## config.mk

```make
export PLATFORM = sky130hd
export DESIGN_NAME = mips_seq_ctrl_flat
export DESIGN_NICKNAME = d
export VERILOG_FILES = /design/src/rtl/mips_seq_ctrl_pkg.sv /design/src/rtl/mips_seq_ctrl_if.sv /design/src/rtl/mips_seq_ctrl_regfile.sv /design/src/rtl/mips_seq_ctrl.sv /design/src/flat_wrapper.sv
export SDC_FILE = /design/constraint.sdc
export NUM_CORES = 1
export LEC_CHECK = 0
export BUFFER_PORTS_ARGS = -buffer_cell sky130_fd_sc_hd__buf_2
export CORE_ASPECT_RATIO = 0.8
export CORE_MARGIN = 2
export CORE_UTILIZATION = 30
export DETAILED_ROUTE_END_ITERATION = 10
export SLEW_MARGIN = 40
export SYNTH_ARGS = -nofsm -noshare
export SYNTH_HDL_FRONTEND = slang
export SYNTH_SLANG_ARGS = --single-unit
```

## constraint.sdc

```tcl
create_clock -name clk -period 3.5 [get_ports clk]
set_input_delay 0 -clock clk [delete_from_list [all_inputs] [get_ports clk]]
set_output_delay 0 -clock clk [all_outputs]
set_load 0.1 [all_outputs]
```

## src/rtl/mips_seq_ctrl_pkg.sv

```systemverilog
// Shared types, constants and helpers for the multi-cycle MIPS-subset sequencer.
// Holds funct codes, FSM state encoding, register reset image and 7-seg decode.
package mips_pkg;

    localparam int unsigned NREG = 32;
    localparam int unsigned DW   = 16;

    localparam logic [5:0] F_ADD = 6'b100000;
    localparam logic [5:0] F_AND = 6'b100100;
    localparam logic [5:0] F_OR  = 6'b100101;
    localparam logic [5:0] F_NOR = 6'b100111;
    localparam logic [5:0] F_SLL = 6'b000000;
    localparam logic [5:0] F_SRL = 6'b000010;

    typedef enum logic [1:0] {IDLE, READ, EXEC, WB} state_t;

    function automatic logic [DW-1:0] reg_init(input logic [4:0] idx);
        case (idx)
            5'd13:   reg_init = 16'd12;
            5'd14:   reg_init = 16'd38;
            5'd17:   reg_init = 16'd27;
            5'd18:   reg_init = 16'd150;
            5'd27:   reg_init = 16'd379;
            5'd29:   reg_init = 16'd142;
            5'd31:   reg_init = 16'd1508;
            default: reg_init = '0;
        endcase
    endfunction

    // Segment order is {a,b,c,d,e,f,g}, active high.
    function automatic logic [6:0] seg7(input logic [3:0] n);
        case (n)
            4'h0: seg7 = 7'b1111110;
            4'h1: seg7 = 7'b0110000;
            4'h2: seg7 = 7'b1101101;
            4'h3: seg7 = 7'b1111001;
            4'h4: seg7 = 7'b0110011;
            4'h5: seg7 = 7'b1011011;
            4'h6: seg7 = 7'b1011111;
            4'h7: seg7 = 7'b1110000;
            4'h8: seg7 = 7'b1111111;
            4'h9: seg7 = 7'b1111011;
            4'hA: seg7 = 7'b1110111;
            4'hB: seg7 = 7'b0011111;
            4'hC: seg7 = 7'b1001110;
            4'hD: seg7 = 7'b0111101;
            4'hE: seg7 = 7'b1001111;
            default: seg7 = 7'b1000111;
        endcase
    endfunction

endpackage

```

## src/rtl/mips_seq_ctrl_if.sv

```systemverilog
// Instruction handshake and result bus of the MIPS sequencer.
interface mips_seq_ctrl_if;
    logic        in_valid;
    logic [31:0] instruction;
    logic        in_ready;
    logic        out_valid;
    logic [6:0]  out;
    logic        out_carry;
    logic        out_illegal;

    modport master (output in_valid, instruction,
                    input  in_ready, out_valid, out, out_carry, out_illegal);
    modport slave  (input  in_valid, instruction,
                    output in_ready, out_valid, out, out_carry, out_illegal);
endinterface

```

## src/rtl/mips_seq_ctrl_regfile.sv

```systemverilog
// 32x16 register file: two combinational reads, one synchronous write, r0 fixed at 0.
module mips_regfile
    import mips_pkg::*;
#(
    parameter int unsigned NREG = 32,
    parameter int unsigned DW   = 16
) (
    input  logic                    clk,
    input  logic                    rst_n,
    input  logic [$clog2(NREG)-1:0] raddr_a,
    input  logic [$clog2(NREG)-1:0] raddr_b,
    output logic [DW-1:0]           rdata_a,
    output logic [DW-1:0]           rdata_b,
    input  logic                    we,
    input  logic [$clog2(NREG)-1:0] waddr,
    input  logic [DW-1:0]           wdata
);
    logic [DW-1:0] regs [NREG];

    always_ff @(posedge clk or negedge rst_n) begin
        if (!rst_n) begin
            for (int unsigned i = 0; i < NREG; i++) begin
                regs[i] <= DW'(reg_init(5'(i)));
            end
        end else if (we && waddr != '0) begin
            regs[waddr] <= wdata;
        end
    end

    assign rdata_a = (raddr_a == '0) ? '0 : regs[raddr_a];
    assign rdata_b = (raddr_b == '0) ? '0 : regs[raddr_b];
endmodule

```

## src/rtl/mips_seq_ctrl.sv

```systemverilog
// Four-state sequencer (IDLE/READ/EXEC/WB) driving the ALU and register file.
// Result fields are registered at the WB edge, so out_valid appears the cycle after it.
module mips_seq_ctrl
    import mips_pkg::*;
(
    input  logic           clk,
    input  logic           rst_n,
    mips_seq_ctrl_if.slave bus
);
    state_t          state, state_nx;
    logic [31:0]     instr_q;
    logic [DW-1:0]   op_a, op_b, rd_a, rd_b;
    logic [DW:0]     result_q, alu_res;
    logic            illegal_q, alu_illegal;
    logic            rf_we;
    logic [4:0]      waddr;
    logic            out_valid_q, out_carry_q, out_illegal_q;
    logic [6:0]      out_q;

    mips_regfile #(.NREG(NREG), .DW(DW)) u_rf (
        .clk     (clk),
        .rst_n   (rst_n),
        .raddr_a (instr_q[25:21]),
        .raddr_b (instr_q[20:16]),
        .rdata_a (rd_a),
        .rdata_b (rd_b),
        .we      (rf_we),
        .waddr   (waddr),
        .wdata   (result_q[DW-1:0])
    );

    assign waddr = instr_q[29] ? instr_q[20:16] : instr_q[15:11];

    always_comb begin
        state_nx = state;
        rf_we    = 1'b0;
        case (state)
            IDLE: if (bus.in_valid) state_nx = READ;
            READ: state_nx = EXEC;
            EXEC: state_nx = WB;
            WB: begin
                state_nx = IDLE;
                rf_we    = !illegal_q;
            end
            default: state_nx = IDLE;
        endcase
    end

    always_comb begin
        alu_res     = '0;
        alu_illegal = 1'b0;
        if (instr_q[29]) begin
            alu_res = {1'b0, op_a} + {1'b0, instr_q[15:0]};
        end else begin
            case (instr_q[5:0])
                F_ADD: alu_res = {1'b0, op_a} + {1'b0, op_b};
                F_AND: alu_res = {1'b0, op_a & op_b};
                F_OR:  alu_res = {1'b0, op_a | op_b};
                F_NOR: alu_res = ~{1'b0, op_a | op_b};
                F_SLL: alu_res = {1'b0, op_b} << instr_q[10:6];
                F_SRL: alu_res = {1'b0, op_b} >> instr_q[10:6];
                default: alu_illegal = 1'b1;
            endcase
        end
    end

    always_ff @(posedge clk or negedge rst_n) begin
        if (!rst_n) begin
            state         <= IDLE;
            instr_q       <= '0;
            op_a          <= '0;
            op_b          <= '0;
            result_q      <= '0;
            illegal_q     <= 1'b0;
            out_valid_q   <= 1'b0;
            out_q         <= '0;
            out_carry_q   <= 1'b0;
            out_illegal_q <= 1'b0;
        end else begin
            state       <= state_nx;
            out_valid_q <= (state == WB);
            case (state)
                IDLE: if (bus.in_valid) instr_q <= bus.instruction;
                READ: begin
                    op_a <= rd_a;
                    op_b <= rd_b;
                end
                EXEC: begin
                    result_q  <= alu_res;
                    illegal_q <= alu_illegal;
                end
                WB: begin
                    out_q         <= seg7(result_q[3:0]);
                    out_carry_q   <= result_q[DW];
                    out_illegal_q <= illegal_q;
                end
                default: ;
            endcase
        end
    end

    assign bus.in_ready    = (state == IDLE);
    assign bus.out_valid   = out_valid_q;
    assign bus.out         = out_q;
    assign bus.out_carry   = out_carry_q;
    assign bus.out_illegal = out_illegal_q;
endmodule

```

## src/flat_wrapper.sv

```systemverilog
// flat-port wrapper written by rule: the top's interface ports become plain ports
module mips_seq_ctrl_flat import mips_pkg::*;
  (clk, rst_n, bus_in_valid, bus_instruction, bus_in_ready, bus_out_valid, bus_out, bus_out_carry, bus_out_illegal);
  mips_seq_ctrl_if bus_i ();
  input  logic clk;
  input  logic rst_n;
  input wire logic [$bits(bus_i.in_valid)-1:0] bus_in_valid;
  input wire logic [$bits(bus_i.instruction)-1:0] bus_instruction;
  output wire logic [$bits(bus_i.in_ready)-1:0] bus_in_ready;
  output wire logic [$bits(bus_i.out_valid)-1:0] bus_out_valid;
  output wire logic [$bits(bus_i.out)-1:0] bus_out;
  output wire logic [$bits(bus_i.out_carry)-1:0] bus_out_carry;
  output wire logic [$bits(bus_i.out_illegal)-1:0] bus_out_illegal;
  assign bus_i.in_valid = bus_in_valid;
  assign bus_i.instruction = bus_instruction;
  assign bus_in_ready = bus_i.in_ready;
  assign bus_out_valid = bus_i.out_valid;
  assign bus_out = bus_i.out;
  assign bus_out_carry = bus_i.out_carry;
  assign bus_out_illegal = bus_i.out_illegal;
  mips_seq_ctrl u_core (.clk(clk), .rst_n(rst_n), .bus(bus_i));
endmodule
```

==> results of run 1 <==
-- logic make-up after synthesis --
logic type / synth area share (%)
AOI/OAI and AO/OA: 9.27
muxes: 35.3
xor gates and xnor gates: 1.04
DFF: 43.6
adders and majority gates: 2.25
and+or+nand+nor: 4.49
buffers and inverters: 4.05
-- power by group through the flow --
stage	Clock [mW]	Sequential, mW	Combinational [mW]
2_1_floorplan	0	10.8	11.6
3_3_place_gp	0	11.5	16.0
3_5_place_dp	0	11.6	16.2
4_1_cts	6.83	11.5	16.3
5_1_grt	7.13	11.9	17.4
6_report	6.72	11.6	16.4
-- registers in the layout, summed over array words and instances (netlist names) --
signal and cells:
u_core.op_b 16, u_core.illegal_q 1, u_core.bus.out_carry 1, u_core.u_rf.regs 512
u_core.state 2, u_core.bus.out 7, u_core.bus.out_valid 1, u_core.bus.out_illegal 1
u_core.result_q 17, u_core.instr_q 27, u_core.op_a 16
-- through the flow --
stage	hold slack, ps	setup slack [ps]	total power, mW	instance area [um2]	instances
final	103	298	34.7	39300	4300
after detailed placement	125	422	27.8	37000	4151
after global placement	131	439	27.5	37000	4151
after floorplan	-296	720	22.4	34600	2709
after CTS	23.0	403	34.6	39300	4295
after global routing	104	165	36.4	39300	4297
-- cell usage in the layout, fill, tap and decap left out, types with 7 or more instances in the layout --
master | netlist | layout
a211oi_1 | 14 | 14
a21o_1 | 9 | 9
a21oi_1 | 91 | 90
a221o_1 | 9 | 9
a221oi_1 | 19 | 19
a22o_1 | 11 | 11
a31oi_1 | 10 | 10
and2_1 | 7 | 7
buf_12 | 0 | 23
buf_2 | 63 | 39
buf_4 | 20 | 120
clkbuf_1 | 155 | 13
clkbuf_16 | 0 | 62
clkbuf_8 | 0 | 20
clkinv_2 | 0 | 14
dfrtp_1 | 571 | 553
dfrtp_2 | 0 | 14
dfstp_2 | 30 | 30
dlygate4sd3_1 | 0 | 30
ha_1 | 59 | 59
inv_1 | 55 | 55
mux2_2 | 495 | 495
mux2i_1 | 166 | 166
mux4_2 | 221 | 221
nand2_1 | 131 | 130
nand2_2 | 7 | 7
nand2b_1 | 15 | 14
nor2_1 | 83 | 83
nor2b_1 | 14 | 8
nor3_1 | 25 | 25
o211ai_1 | 8 | 8
o21ai_0 | 87 | 87
o221ai_1 | 80 | 80
o22ai_1 | 83 | 83
or3_1 | 10 | 10
xnor2_1 | 25 | 25
xor2_1 | 16 | 16
-- layer usage --
| layer | track usage, % | part of all wire (%) |
|---|---|---|
| met5 | 0 | 0 |
| met1 | 26.6 | 46 |
| met3 | 3.57 | 7.8 |
| met2 | 26.6 | 44 |
| met4 | 4.84 | 2.4 |
-- final timing paths --
kind / end / slack (ps) / from / depth (start not counted)
setup reg to reg: u_core.result_q[16] / 300 / u_core.op_b[0] / 9
max in group asynchronous: u_core.u_rf.regs[166] / 1910 / rst_n / 6
setup / recovery: u_core.result_q[16] / 300 / u_core.op_b[0] / 9
hold / removal: u_core.instr_q[23] / 100 / bus_instruction[23] / 3
hold reg to reg: u_core.u_rf.regs[506] / 400 / u_core.u_rf.regs[506] / 0
min in group asynchronous: u_core.result_q[2] / 340 / rst_n / 3
-- synthesized netlist by cell type (4+ instances only) --
cell | count | share of area [%]
nand2b_1 | 15 | 0.27
a21oi_1 | 91 | 1.3
nand2_1 | 131 | 1.4
nor2_1 | 83 | 0.90
inv_1 | 55 | 0.60
mux2i_1 | 166 | 4.8
or3_1 | 10 | 0.18
dfstp_2 | 30 | 2.3
dfrtp_1 | 571 | 41
ha_1 | 59 | 2.1
nor2b_1 | 14 | 0.25
o21ai_0 | 87 | 1.3
nand2_2 | 7 | 0.13
buf_4 | 20 | 0.43
and2_1 | 7 | 0.13
a22oi_1 | 5 | 0.11
o21a_1 | 6 | 0.13
clkbuf_1 | 155 | 1.7
a31oi_1 | 10 | 0.18
buf_1 | 23 | 0.25
xnor2_1 | 25 | 0.63
a221o_1 | 9 | 0.26
a211oi_1 | 14 | 0.30
o22ai_1 | 83 | 1.5
o221ai_1 | 80 | 2.0
nor3_2 | 5 | 0.14
nand3_1 | 6 | 0.087
mux4_2 | 221 | 14
or4_1 | 4 | 0.087
buf_2 | 63 | 0.91
o21ai_1 | 4 | 0.058
a21o_1 | 9 | 0.20
nor3_1 | 25 | 0.36
o31ai_1 | 4 | 0.087
a221oi_1 | 19 | 0.48
o211ai_1 | 8 | 0.17
buf_6 | 4 | 0.13
and3_1 | 6 | 0.11
mux2_2 | 495 | 16
a22o_1 | 11 | 0.28
xor2_1 | 16 | 0.41
-- area by class of cell --
cell class / count / share of cell area, %
Clock inverter: 20 / 0.407
Multi-Input combinational cell: 1785 / 46.2
Antenna cell: 3 / 0.0191
Tap cell: 1525 / 4.85
Inverter: 57 / 0.544
Timing Repair Buffer: 214 / 4.83
Sequential cell: 601 / 38.4
Clock buffer: 95 / 4.77
-- what timing repair did --
action | CTS | global route
setup endpoints to repair | 0 | 0
setup buffers | 0 | 0
hold buffers | 29 | 1
resized for setup | 0 | 0
hold endpoints to repair | 195 | 26
-- tightest hold or removal path, cell delays in order --
cell	delay (ps)
dlygate4sd3_1	510
buf_2	90
mux2_2	120
==> out/results.ini, run 1 <==
[synth]
postSynthAreaPerCell_um2 = 12.8
synth_cell_types = 77
syn_inst = 2709
ys.warnings.count = 0
seq_area_frac_synth_pct = 43.6
ys_ff_latch = 601
synth_nets = 2805
ys.flop_type = dfrtp_1
synth_edf_count = 0
synth_area_um2 = 34600
async_flop_share_pct = 100

[global_route]
track_usage_pct = 18.0
grt_pass1_wl_um = 161000
antenna_found_initial = 3
grt_pass1_vias = 23700
grt-ovfl-total = 0
grt_max_degree = 102

[clock_tree]
numCtsBuffers = 61
cts_tree = yes
cts-htree-levels = 2
clk_latency_ps = 660
cts_buffer_depth = 3
cts.clk_slew.worst_paths_ps = 70
clock_sinks = 601
ctsRootBufferMaster = clkbuf_16

[sta]
worst_pin_slew_ps = 808
rsz0062_at_grt = no
max_freq_ghz = 0.312
maxSlewViolCount = 0
fin_crit_sh_pct = 91.5
setup_tns_ps = 0
finalCriticalPeriod_ps = 3200
hold_viol = 0
slew_headroom_pct = 46.1
finClkSkew_ps = 27.5
setup_violations = 0

[floorplan]
dieWidth_um = 384
die_h_um = 308
start_util_pct = 30.2
die_area_um2 = 118000
ioPinCount = 46
fp-row-count = 111
core_area_um2 = 114000

[power_and_ir_drop]
seq_power_share_pct = 33.4
intPower_mw = 20.1
max-vdd-ir-drop_uv = 693
p_leak_nw = 17.2
powerDensity_nw_per_um2 = 882
sw_frac_of_total_pct = 42.0
p_switching_mw = 14.6
pwr-share-clk_pct = 19.4
p_comb_share_pct = 47.2

[placed_design]
portBuffers = 40
gp_congestion = 0.917
dp_hpwl_um = 69800

[final_layout]
final_nets = 2816
regArea_um2 = 15100
drive_gt1_share_pct = 39.2
multi_input_area_um2 = 18200
area_growth_pct = 13.7
fin_util_pct = 34.4
fillerInstances = 11300

[detailed_routing]
vias = 24100
drt-wirelength-per-cell_um = 24.9
drt_pass1_iterations = 5
wirelength_um = 107000
avgViaCountPerCell = 5.61
drc = 0
drtIter0Drc = 2617
ant_nets = 0

[worst_setup_path]
max_stage_delay_ps = 520
critPathKind = reg -> reg
crit_family = compound AO/OA/AOI/OAI gates
critPathMaxFanout = 9
slowest_stage = dfrtp_1
crit_arrival_ps = 3730
crit_buf_inv = 0
end_kind = flop
crit_required_ps = 4030
path_cells = ha_1, fa_1, a211oi_1, o21ai_0, nand3b_1, a211oi_1, a211oi_1, nor3_1, or4_1
cp-start-kind = flop
critPathMostFrequentCell = a211oi_1

[hold_path]
hp-class = in -> reg

[flow_run]
drv_cap = 0

[run_status]
status = finished clean

Power figures use the tool's default switching activity.
==> run 2, diff against run 1 <==
--- a/config.mk
+++ b/config.mk
@@ -10,6 +10,7 @@
 export CORE_MARGIN = 2
 export CORE_UTILIZATION = 30
 export DETAILED_ROUTE_END_ITERATION = 10
+export SETUP_SLACK_MARGIN = 0.5
 export SLEW_MARGIN = 40
 export SYNTH_ARGS = -nofsm -noshare
 export SYNTH_HDL_FRONTEND = slang
==> run 2 against run 1 <==
Effect of this change:
- maximum frequency rose by 11%
- first-iteration DRC count unchanged
- flip-flop and latch count is the same
- total power increased by 0.11%
- utilization barely moved
- critical path depth decreased by 1
- cell area increased by 0.14%
- combinational power about the same
- setup slack improved by 320 ps
- final cell count barely moved
- sequential power about the same
- via count shrank 0.35%
- critical endpoint unchanged
==> out/results.ini, run 2 (same netlist as run 1, synthesis figures left out) <==
[floorplan]
core_area_um2 = 114000
ioPinCount = 46
dieWidth_um = 384
die_h_um = 308
die_area_um2 = 118000
fp-row-count = 111
start_util_pct = 30.2

[worst_setup_path]
r2r-end = u_core.result_q[16]
slowest_stage = nor3_1
r2r_start = u_core.instr_q[1]
end_kind = flop
crit_arrival_ps = 3480
critPathMostFrequentCell = buf_4
critPathCapture = u_core.result_q[16]
reg2reg_depth = 8
critPathMaxFanout = 13
critPathLaunch = u_core.instr_q[1]
cp-start-kind = flop
max_stage_delay_ps = 660
crit_required_ps = 4090
critPathKind = reg -> reg
rrSetupSlack_ps = 610
path_cells = buf_4, buf_4, nand3b_1, o2111ai_1, nor2_1, nand2_1, nor3_1, or4_1

[detailed_routing]
wirelength_um = 107000
drc = 0
avgViaCountPerCell = 5.59
drt_pass1_iterations = 6
vias = 24000
ant_nets = 0
drt-wirelength-per-cell_um = 24.9
drtIter0Drc = 2617

[clock_tree]
clock_sinks = 601
ctsRootBufferMaster = clkbuf_16
cts_buffer_depth = 3
cts.clk_slew.worst_paths_ps = 70
numCtsBuffers = 61
cts_tree = yes
clk_latency_ps = 660
cts-htree-levels = 2

[sta]
slew_headroom_pct = 45.8
layout_setup_ws_ps = 614
max_freq_ghz = 0.347
setup_tns_ps = 0
finClkSkew_ps = 27.0
worst_pin_slew_ps = 814
hold_viol = 0
rsz0062_at_grt = yes
maxSlewViolCount = 0
fin_crit_sh_pct = 82.4
setup_violations = 0
finalCriticalPeriod_ps = 2890

[placed_design]
gp_congestion = 0.917
portBuffers = 40
dp_hpwl_um = 69800
place_area_um2 = 37000
place_ws_ps = 422

[power_and_ir_drop]
max-vdd-ir-drop_uv = 694
powerDensity_nw_per_um2 = 882
p_leak_nw = 17.2

[global_route]
track_usage_pct = 18.0
antenna_found_initial = 3
grt_pass1_wl_um = 161000
grt_pass1_vias = 23700
grt-ovfl-total = 0
grt_max_degree = 102

[final_layout]
fillerInstances = 11300
final_nets = 2817
layout_common_cells = 550 x dfrtp_1, 495 x mux2_2, 221 x mux4_2
largest_reg_flops = 512
layout_commonest_cell = dfrtp_1
multi_input_area_um2 = 18200
regArea_um2 = 15100
drive_gt1_share_pct = 39.6
final_area_um2 = 39400
top_regs = u_core.u_rf.regs (512), u_core.instr_q (27), u_core.result_q (17)
area_growth_pct = 13.9
largest-register = u_core.u_rf.regs

[run_status]
status = finished clean

[flow_run]
drv_cap = 0

[hold_path]
hp-start = bus_instruction[23]
hp-class = in -> reg

==> run 2: changes by cell type in the layout (fill, tap and decap cells not counted), moves of 3 or more <==
| cell | before | now |
|---|---|---|
| a211oi_2 | 0 | 6 |
| dfrtp_2 | 14 | 17 |
| a211oi_1 | 14 | 8 |
| dfrtp_1 | 553 | 550 |
==> run 2: repair_timing <==
action	4_1_cts	5_1_grt
hold buffers	29	1
endpoints found under the hold margin	195	26
buffers inserted	0	1
gates resized for setup	2	11
setup endpoints to repair	1	8
pin swaps	1	4
==> run 2: per-stage QoR <==
step	utilization, %	hold slack, ps	power (mW)	cells
finish	34.4	104	34.7	4302
global route	34.4	104	36.5	4298
floorplan	-	-296	22.4	2709
CTS	34.3	23.0	34.6	4295
global placement	32.3	131	27.5	4151
detailed placement	32.3	125	27.8	4151
==> run 2: worst max-delay path, delay by kind of cell (launching register included) <==
kind	cells	cell delay, ps
simple gates	5	1720
buf+inv	2	440
flops	1	400
compound gates	1	260
==> run 2: cell type report <==
cell class	instances	share of cell area [%]
Tap cell	1525	4.84
Antenna cell	4	0.0254
Clock inverter	20	0.406
Timing Repair Buffer	215	4.84
Inverter	57	0.543
Sequential cell	601	38.4
Multi-Input combinational cell	1785	46.2
Clock buffer	95	4.76
==> run 2: worst min path at each step <==
stage	to	slack, ps	cells after the start
2_1_floorplan	u_core.bus.out[0]	-300	0
4_1_cts	u_core.bus.out[2]	20	2
3_3_place_gp	u_core.u_rf.regs[243]	130	1
3_5_place_dp	u_core.bus.out[2]	130	1
6_report	u_core.instr_q[23]	100	3
5_1_grt	u_core.instr_q[21]	100	3
==> run 2: routing by layer <==
| metal | track usage (%) | routed length, um |
|---|---|---|
| met5 | 0 | 0 |
| met4 | 4.86 | 2560 |
| met3 | 3.52 | 8420 |
| met2 | 26.7 | 46900 |
| met1 | 26.7 | 49300 |
==> run 2: where the power goes <==
| group | leakage [nW] | switching (mW) | total (mW) | internal [mW] |
|---|---|---|---|---|
| Clock | 1.01 | 2.96 | 6.72 | 3.75 |
| Sequential | 8.06 | 2.39 | 11.6 | 9.19 |
| Combinational | 8.15 | 9.25 | 16.4 | 7.19 |
| Total | 17.2 | 14.6 | 34.7 | 20.1 |
==> run 3, diff against run 2 <==
==> constraint.sdc (replaced) <==
create_clock -name clk -period 2.3 [get_ports clk]
set_input_delay 0 -clock clk [delete_from_list [all_inputs] [get_ports clk]]
set_output_delay 0 -clock clk [all_outputs]
set_load 0.1 [all_outputs]
==> run 3 against run 2 <==
Effect of this change:
- flip-flop and latch count unchanged
- register-to-register slack got worse by 900 ps
- the run now ends with negative setup slack left
- global-route usage up 3.5 points
- total power is 95% higher
- worst hold slack worse by 9.5 ps
- critical path type unchanged
- via count grew 15%
- die area unchanged
- first-iteration DRC count rose by 23%
- critical path depth rose by 1
==> out/results.ini, run 3 (same netlist as run 1, synthesis figures left out) <==
[clock_tree]
clock_sinks = 601
numCtsBuffers = 61
clk_latency_ps = 690
cts_buffer_depth = 3
cts.clk_slew.worst_paths_ps = 70
cts_tree = yes
ctsRootBufferMaster = clkbuf_16
cts-htree-levels = 2

[run_status]
violations = negative setup slack
status = finished, violations left

[floorplan]
ioPinCount = 46
dieWidth_um = 384
core_area_um2 = 114000
die_h_um = 308
start_util_pct = 30.2
die_area_um2 = 118000
fp-row-count = 111

[sta]
setup_violations = 315
finalCriticalPeriod_ps = 2590
maxSlewViolCount = 0
layout_setup_ws_ps = -286
max_freq_ghz = 0.387
rsz0062_at_grt = yes
slew_headroom_pct = 36.4
finClkSkew_ps = 42.6
hold_viol = 0
worst_pin_slew_ps = 954
fin_crit_sh_pct = 112

[worst_setup_path]
cp-start-kind = flop
critPathMostFrequentCell = buf_4
end_kind = flop
critPathKind = reg -> reg
crit_required_ps = 2810
path_cells = buf_4, mux4_2, mux2i_2, a21oi_1, a31oi_1, buf_4, o21a_1, o311a_1, o221ai_1
crit_arrival_ps = 3100
critPathMaxFanout = 6
slowest_stage = dfrtp_1
max_stage_delay_ps = 540

[detailed_routing]
met3RoutedLength_um = 13200
drt-wirelength-per-cell_um = 27.5
routed-wl-met2_um = 56200
wl_met1_um = 59300
drt_pass1_iterations = 6
drc = 0
avgViaCountPerCell = 5.73
vias = 27600
wirelength_um = 132000
top_layer = met4
ant_nets = 0
drtIter0Drc = 3225

[placed_design]
portBuffers = 40
dp_hpwl_um = 81400
place_area_um2 = 41800
place_ws_ps = -246
gp_congestion = 0.924

[final_layout]
area_growth_pct = 44.9
final_nets = 3327
largest-register = u_core.u_rf.regs
top_regs = u_core.u_rf.regs (512), u_core.instr_q (27), u_core.result_q (17)
multi_input_area_um2 = 22200
regArea_um2 = 15100
drive_gt1_share_pct = 59.8
layout_common_cells = 551 x dfrtp_1, 398 x mux2_4, 346 x buf_4
fillerInstances = 10100
layout_commonest_cell = dfrtp_1
fin_util_pct = 43.8
largest_reg_flops = 512
final_area_um2 = 50100

[global_route]
grt_max_degree = 77
antenna_found_initial = 1
grt_pass1_vias = 27200
track_usage_pct = 21.5
grt_pass1_wl_um = 190000
grt-ovfl-total = 0

[power_and_ir_drop]
max-vdd-ir-drop_uv = 783
p_total_mw = 67.8
p_leak_nw = 22.2
powerDensity_nw_per_um2 = 1350

[hold_path]
hp-class = in -> reg

[flow_run]
drv_cap = 0

## run 3: timing repair
action / CTS / global route
setup buffers: 89 / 46
hold endpoints to repair: 536 / 0
pin swaps: 134 / 116
hold buffers: 30 / 0
gates resized for setup: 473 / 357
setup endpoints to repair: 547 / 548
cloned: 41 / 9
## run 3: through the flow
stage	instances	TNS (ps)	hold WS, ps
global placement	4478	-10280	-16.7
floorplan	2709	-204	-296
finish	4808	-23070	94.8
global route	4808	-32030	91.6
detailed placement	4478	-14600	-5.36
CTS	4752	-6470	66.5
## run 3: worst paths after layout
path	from	endpoint	slack, ps	cells past startpoint
setup / recovery	u_core.op_b[13]	u_core.result_q[15]	-290	9
hold / removal	bus_instruction[24]	u_core.instr_q[24]	90	3
setup reg to reg	u_core.op_b[13]	u_core.result_q[15]	-290	9
hold reg to reg	u_core.u_rf.regs[510]	u_core.u_rf.regs[510]	400	0
max in group asynchronous	rst_n	u_core.u_rf.regs[277]	900	5
min in group asynchronous	rst_n	u_core.u_rf.regs[216]	400	3
## run 3: final cells by class
class / instances / share of cell area, %
antenna: 1 / 0.00499
clock buffer: 94 / 3.61
clock inverter: 20 / 0.407
inverter: 57 / 0.462
multi-input combinational: 1785 / 44.2
sequential: 601 / 30.2
tap: 1525 / 3.81
timing repair buffer: 725 / 17.3
## run 3: per-layer routing
metal	up-vias	track usage, %
met5	-	0
met4	0	5.48
met3	249	5.14
met2	1385	30.6
met1	14500	32.4
li1	11400	-
## run 3: worst max-delay path: cells and delay by family, from the launching register on
| family | cells | cell delay [ps] |
|---|---|---|
| buffers and inverters | 2 | 370 |
| multiplexers | 2 | 710 |
| AO/OA/AOI/OAI | 5 | 790 |
| flip-flops | 1 | 540 |
## run 3: report_power, final
| part | total, mW | internal [mW] | switching, mW |
|---|---|---|---|
| logic | 40.1 | 20.3 | 19.9 |
| clock network | 10.3 | 5.65 | 4.61 |
| registers | 17.4 | 14.0 | 3.44 |
